==> config.mk <==
export PLATFORM = sky130hd
export DESIGN_NAME = const_ticker
export DESIGN_NICKNAME = d
export VERILOG_FILES = /design/src/rtl/ticker_pkg.sv /design/src/rtl/ticker_event_slot.sv /design/src/rtl/const_ticker.sv
export SDC_FILE = /design/constraint.sdc
export NUM_CORES = 1
export LEC_CHECK = 0
export CAP_MARGIN = 20
export CORE_ASPECT_RATIO = 0.9
export CORE_UTILIZATION = 39
export DETAILED_ROUTE_END_ITERATION = 7
export PLACE_DENSITY = 0.64
export SLEW_MARGIN = 20
export SYNTH_ARGS = -nofsm -noshare
export SYNTH_HDL_FRONTEND = slang
export SYNTH_SLANG_ARGS = --single-unit
==> constraint.sdc <==
create_clock -name clock -period 2.65 [get_ports clock]
set_input_delay 0.3975 -clock clock [delete_from_list [all_inputs] [get_ports clock]]
set_output_delay 0.3975 -clock clock [all_outputs]
set_load 0.02 [all_outputs]
==> src/rtl/ticker_pkg.sv <==
// Shared types and default limit terms for the const_ticker family.
package ticker_pkg;

  typedef enum logic [1:0] {
    STOPPED   = 2'd0,
    RUNNING   = 2'd1,
    SATURATED = 2'd2
  } tick_state_e;

  localparam int unsigned DEF_BASE_A = 10;
  localparam int unsigned DEF_BASE_B = 20;
  localparam int unsigned DEF_OFFSET = 7;

  function automatic int unsigned ticker_limit(input int unsigned a, input int unsigned b,
                                               input int unsigned c);
    return a + b + c;
  endfunction

endpackage

==> src/rtl/ticker_event_slot.sv <==
// Single-entry limit-event slot: valid/ready hold, sticky overflow, event counter.
module ticker_event_slot (
  input  logic       clock,
  input  logic       reset_n,
  input  logic       evt_i,
  input  logic       evt_ready_i,
  output logic       evt_valid_o,
  output logic [7:0] evt_count_o,
  output logic       overflow_o
);

  logic       r_valid;
  logic [7:0] r_count;
  logic       r_overflow;

  always_ff @(posedge clock) begin
    if (!reset_n) begin
      r_valid    <= 1'b0;
      r_count    <= '0;
      r_overflow <= 1'b0;
    end else begin
      if (evt_i) begin
        // A new event keeps the slot full; it is only lost if the old one was not taken.
        r_valid <= 1'b1;
        r_count <= r_count + 8'd1;
        if (r_valid && !evt_ready_i) r_overflow <= 1'b1;
      end else if (r_valid && evt_ready_i) begin
        r_valid <= 1'b0;
      end
    end
  end

  assign evt_valid_o = r_valid;
  assign evt_count_o = r_count;
  assign overflow_o  = r_overflow;

endmodule

==> src/rtl/const_ticker.sv <==
// Start/stop counter that wraps or saturates at a constant limit and posts limit events.
module const_ticker
  import ticker_pkg::*;
#(
  parameter int unsigned WIDTH    = 8,
  parameter int unsigned BASE_A   = DEF_BASE_A,
  parameter int unsigned BASE_B   = DEF_BASE_B,
  parameter int unsigned OFFSET   = DEF_OFFSET,
  parameter int unsigned STEP     = 1,
  parameter bit          SATURATE = 1'b0
) (
  input  logic             clock,
  input  logic             reset_n,
  input  logic             start_i,
  input  logic             stop_i,
  input  logic             en_i,
  input  logic             clear_i,
  input  logic             evt_ready_i,
  output logic [WIDTH-1:0] count_o,
  output logic [WIDTH-1:0] limit_o,
  output logic [1:0]       state_o,
  output logic             evt_valid_o,
  output logic [7:0]       evt_count_o,
  output logic             overflow_o
);

  localparam int unsigned LIMIT = ticker_limit(BASE_A, BASE_B, OFFSET);

  if ((STEP < 1) || (STEP > LIMIT) || (longint'(LIMIT) >= (longint'(1) << WIDTH))) begin : g_bad_params
    $fatal(1, "const_ticker: require 1 <= STEP <= LIMIT and LIMIT < 2**WIDTH");
  end

  localparam logic [WIDTH:0]   LIMIT_X = (WIDTH+1)'(LIMIT);
  localparam logic [WIDTH:0]   STEP_X  = (WIDTH+1)'(STEP);
  localparam logic [WIDTH-1:0] LIMIT_W = WIDTH'(LIMIT);

  tick_state_e      r_state;
  tick_state_e      w_state_nxt;
  logic [WIDTH-1:0] r_count;
  logic [WIDTH-1:0] w_count_nxt;
  logic [WIDTH:0]   w_sum;
  logic             w_evt;

  always_comb begin
    w_sum       = {1'b0, r_count} + STEP_X;
    w_state_nxt = r_state;
    w_count_nxt = r_count;
    w_evt       = 1'b0;
    case (r_state)
      STOPPED: begin
        if (start_i && !stop_i) w_state_nxt = RUNNING;
      end
      RUNNING: begin
        if (stop_i) begin
          w_state_nxt = STOPPED;
        end else if (en_i && !clear_i) begin
          if (w_sum < LIMIT_X) begin
            w_count_nxt = w_sum[WIDTH-1:0];
          end else if (SATURATE) begin
            w_count_nxt = LIMIT_W;
            w_state_nxt = SATURATED;
            w_evt       = 1'b1;
          end else begin
            w_count_nxt = WIDTH'(w_sum - LIMIT_X);
            w_evt       = 1'b1;
          end
        end
      end
      SATURATED: begin
        if (stop_i)       w_state_nxt = STOPPED;
        else if (clear_i) w_state_nxt = RUNNING;
      end
      default: w_state_nxt = STOPPED;
    endcase
    // Clear overrides any count update in every state, even when stop decides the state.
    if (clear_i) w_count_nxt = '0;
  end

  always_ff @(posedge clock) begin
    if (!reset_n) begin
      r_state <= STOPPED;
      r_count <= '0;
    end else begin
      r_state <= w_state_nxt;
      r_count <= w_count_nxt;
    end
  end

  ticker_event_slot u_event_slot (
    .clock      (clock),
    .reset_n    (reset_n),
    .evt_i      (w_evt),
    .evt_ready_i(evt_ready_i),
    .evt_valid_o(evt_valid_o),
    .evt_count_o(evt_count_o),
    .overflow_o (overflow_o)
  );

  assign count_o = r_count;
  assign limit_o = LIMIT_W;
  assign state_o = r_state;

endmodule

==> out/qor.json <==
{
  "critical_path": {
    "worst_path_cell_with_the_longest_stage_delay": "or4_1",
    "critical_path.endpoint_type": "flip-flop",
    "reg2reg_from": "count_o[0]$_SDFFE_PP0P_",
    "critical_path_maximum_fanout": 11,
    "worst_ep_required_time_ns": 2.85,
    "timing.reg2reg.setup_slack_ns": 0.25,
    "rr_worst_depth": 8,
    "worst-path-buf-inv": 1,
    "critPathKind": "flip-flop to flip-flop",
    "critPathLaunch": "count_o[0]$_SDFFE_PP0P_",
    "cpPeakStageDelay_ns": 0.54,
    "critical_path.top_delay_family": "simple AND/OR/NAND/NOR gates",
    "r2r_end": "u_event_slot.evt_count_o[7]$_SDFFE_PN0P_",
    "worstPathCellList": "ha_1, nand3_1, a222oi_1, buf_4, o221ai_1, nand4_1, or4_1, a21oi_1",
    "crit_arrival_ns": 2.59,
    "critical_path.startpoint_type": "flip-flop"
  },
  "synthesis": {
    "post_synth_fa_ha_maj_area_fraction_pct": 2.88,
    "synth_sequential_area_ratio_pct": 29.2,
    "combinational_family_with_the_most_area_after_synthesis": "simple AND/OR/NAND/NOR gates",
    "yosys_warnings": 0,
    "simple_gate_fraction_of_synth_area_pct": 27.3,
    "synth_compound_gate_area_share_pct": 25.6,
    "synth_enable_flop_cells": 0,
    "synth-xor-area-share_pct": 2.02,
    "synth-async-reset-ratio_pct": 0,
    "post_synth_mux_area_share_pct": 1.54,
    "ys_types": 48,
    "synth_top_flop_cell": "dfxtp_1",
    "ys_seq_elements": 19,
    "synth.avg_cell_area_um2": 7.89,
    "syn_inst": 165,
    "syn-cell-area_um2": 1300
  },
  "timing": {
    "fmax_mhz": 417,
    "timing.final.ws_setup_ns": 0.251,
    "timing.final.hold_violations": 0,
    "setup_violations": 0,
    "tightestPinTransition_ns": 0.552,
    "final.setup_skew_ns": 0.00160,
    "grt_setup_unrepaired": "no",
    "min_period_over_period_pct": 90.5,
    "tns_ns": 0,
    "fin_crit_ns": 2.40,
    "drv_slew": 0,
    "slew_headroom_pct": 63.1
  },
  "power": {
    "cellPowerDensity_nw_per_um2": 333,
    "power_leakage_nw": 0.582,
    "max_rail_drop_vdd_uv": 374
  },
  "cts": {
    "cts-root-to-sink-buffers": 2,
    "cts-htree-levels": 1,
    "tritoncts_num_sinks": 19,
    "cts-hold-fix-buffers": 0,
    "ctsResizeCount": 0,
    "postcts_setup_bufs": 0,
    "clock_latency_late_sink_ns": 0.26,
    "clk_pin_slew_worst_paths_ns": 0.08,
    "cts_buffers": 3,
    "root_buffer": "clkbuf_8",
    "cts_tree": "done"
  },
  "die": {
    "die-area_um2": 3570,
    "die_h_um": 56.8,
    "rows": 19,
    "core_area_um2": 3110,
    "die_width_um": 62.9,
    "io_pins": 35,
    "initial_utilization_pct": 41.8
  },
  "worst_hold_path": {
    "hold_path_end": "u_event_slot.overflow_o$_SDFFE_PN0P_",
    "type_of_the_worst_min_delay_path": "flip-flop to flip-flop",
    "min-delay-start": "u_event_slot.overflow_o$_SDFFE_PN0P_",
    "worst_hold_path_cell_count": 1
  },
  "layout": {
    "final_cell_mix": "clkdlybuf4s50_1, dfxtp_1, nor2_1, nand3_1, a21oi_1",
    "nNetsFinal": 201,
    "area_delta_synth_final_pct": 23.7,
    "final_layout_size_suffix_gt1_share_pct": 10.0,
    "most_common_library_cell_in_the_layout_ignoring_fill_and_taps": "clkdlybuf4s50_1",
    "antenna-diode-count": 0
  },
  "global_route": {
    "global_route_wire_length_before_repair_um": 4840,
    "grt_start_max_net_pins": 14,
    "grt_pass1_vias": 1047,
    "antenna_found_initial": 0,
    "globalRouteTotalUtil_pct": 17.0,
    "gr-total-overflow": 0
  },
  "detailed_routing": {
    "detailedRoute.firstPassIterationCount": 5,
    "ant_nets": 0,
    "drt_iter0_markers": 56,
    "routed-via-count": 1327,
    "top_layer": "met4",
    "route.final.wire_length_um": 3100,
    "wirelength_met1_um": 1410,
    "route.detailed.vias_per_inst": 5.72,
    "routed-wl-met3_um": 236,
    "drc_errors": 0,
    "wl_per_cell_um": 13.4,
    "met2_wirelength_um": 1410
  },
  "place": {
    "post-place-ws_ns": 0.279,
    "port-buffer-count": 25,
    "detailedPlacementHpwl_um": 2250,
    "placer_congestion_estimate": 0.893
  },
  "job": {
    "max_capacitance_violation_total": 0
  },
  "status": {
    "result_of_the_run": "completed"
  }
}
[cell families (layout without fill, tap and decap cells)]
logic type | Yosys count | count (layout)
AO/OA/AOI/OAI | 48 | 48
XOR/XNOR | 3 | 3
adder cells (fa/ha/maj) | 3 | 3
buffers and inverters | 23 | 41
flip-flops | 19 | 19
multiplexers | 2 | 2
other | 2 | 9
AND/OR/NAND/NOR | 65 | 65
[flip-flops by register name, indices dropped and copies added (netlist names)]
register / cells
u_event_slot.evt_valid_o: 1
count_o: 8
u_event_slot.evt_count_o: 8
state_o: 1
u_event_slot.overflow_o: 1
[layer usage]
layer	vias to the layer above	global-route usage [%]
met3	6	4.07
met5	-	0
met1	606	23.1
met2	66	26.3
met4	0	4.98
li1	649	-
[cell type report]
type / count / area [um2]
clock buffers: 3 / 41.3
clock inverters: 1 / 7.51
fillers: 301 / 1510
inverters: 5 / 18.8
multi-input cells: 130 / 806
flip-flops and latches: 19 / 380
well taps: 42 / 52.6
repair buffers: 32 / 303
[Yosys cell counts (all sizes together), types with 5 or more instances]
library cell | instances | area, um2
a21oi | 11 | 55.1
buf | 15 | 111
dfxtp | 19 | 380
inv | 5 | 18.8
nand2 | 8 | 30.0
nand3 | 12 | 60.1
nand4 | 5 | 31.3
nor2 | 13 | 48.8
nor3 | 5 | 25.0
o21ai | 13 | 72.6
or3 | 7 | 43.8
[power by group]
part / switching (mW) / internal [mW]
Combinational: 0.0237 / 0.0130
Clock: 0.107 / 0.106
Sequential: 0.000770 / 0.286
[stage by stage]
| stage | util [%] | hold slack (ns) | cell area (um2) | power [mW] | std cells |
|---|---|---|---|---|---|
| floorplan | - | 0.477 | 1330 | 0.325 | 172 |
| global placement | 50.1 | 0.456 | 1560 | 0.329 | 228 |
| detailed placement | 50.1 | 0.461 | 1560 | 0.330 | 228 |
| CTS | 51.7 | 0.485 | 1610 | 0.540 | 232 |
| global route | 51.7 | 0.497 | 1610 | 0.558 | 232 |
| finish | 51.7 | 0.477 | 1610 | 0.536 | 232 |
[how the worst max path moves through the flow]
stage,to,slack [ns],depth (start not counted)
2_1_floorplan,count_o[2]$_SDFFE_PP0P_,0.24,9
3_3_place_gp,u_event_slot.evt_count_o[7]$_SDFFE_PN0P_,0.36,8
3_5_place_dp,u_event_slot.evt_count_o[3]$_SDFFE_PN0P_,0.28,8
4_1_cts,u_event_slot.evt_count_o[3]$_SDFFE_PN0P_,0.25,8
5_1_grt,u_event_slot.evt_count_o[3]$_SDFFE_PN0P_,0.02,8
6_report,u_event_slot.evt_count_o[7]$_SDFFE_PN0P_,0.25,8
Note: power is estimated with default switching activity, not from simulation.
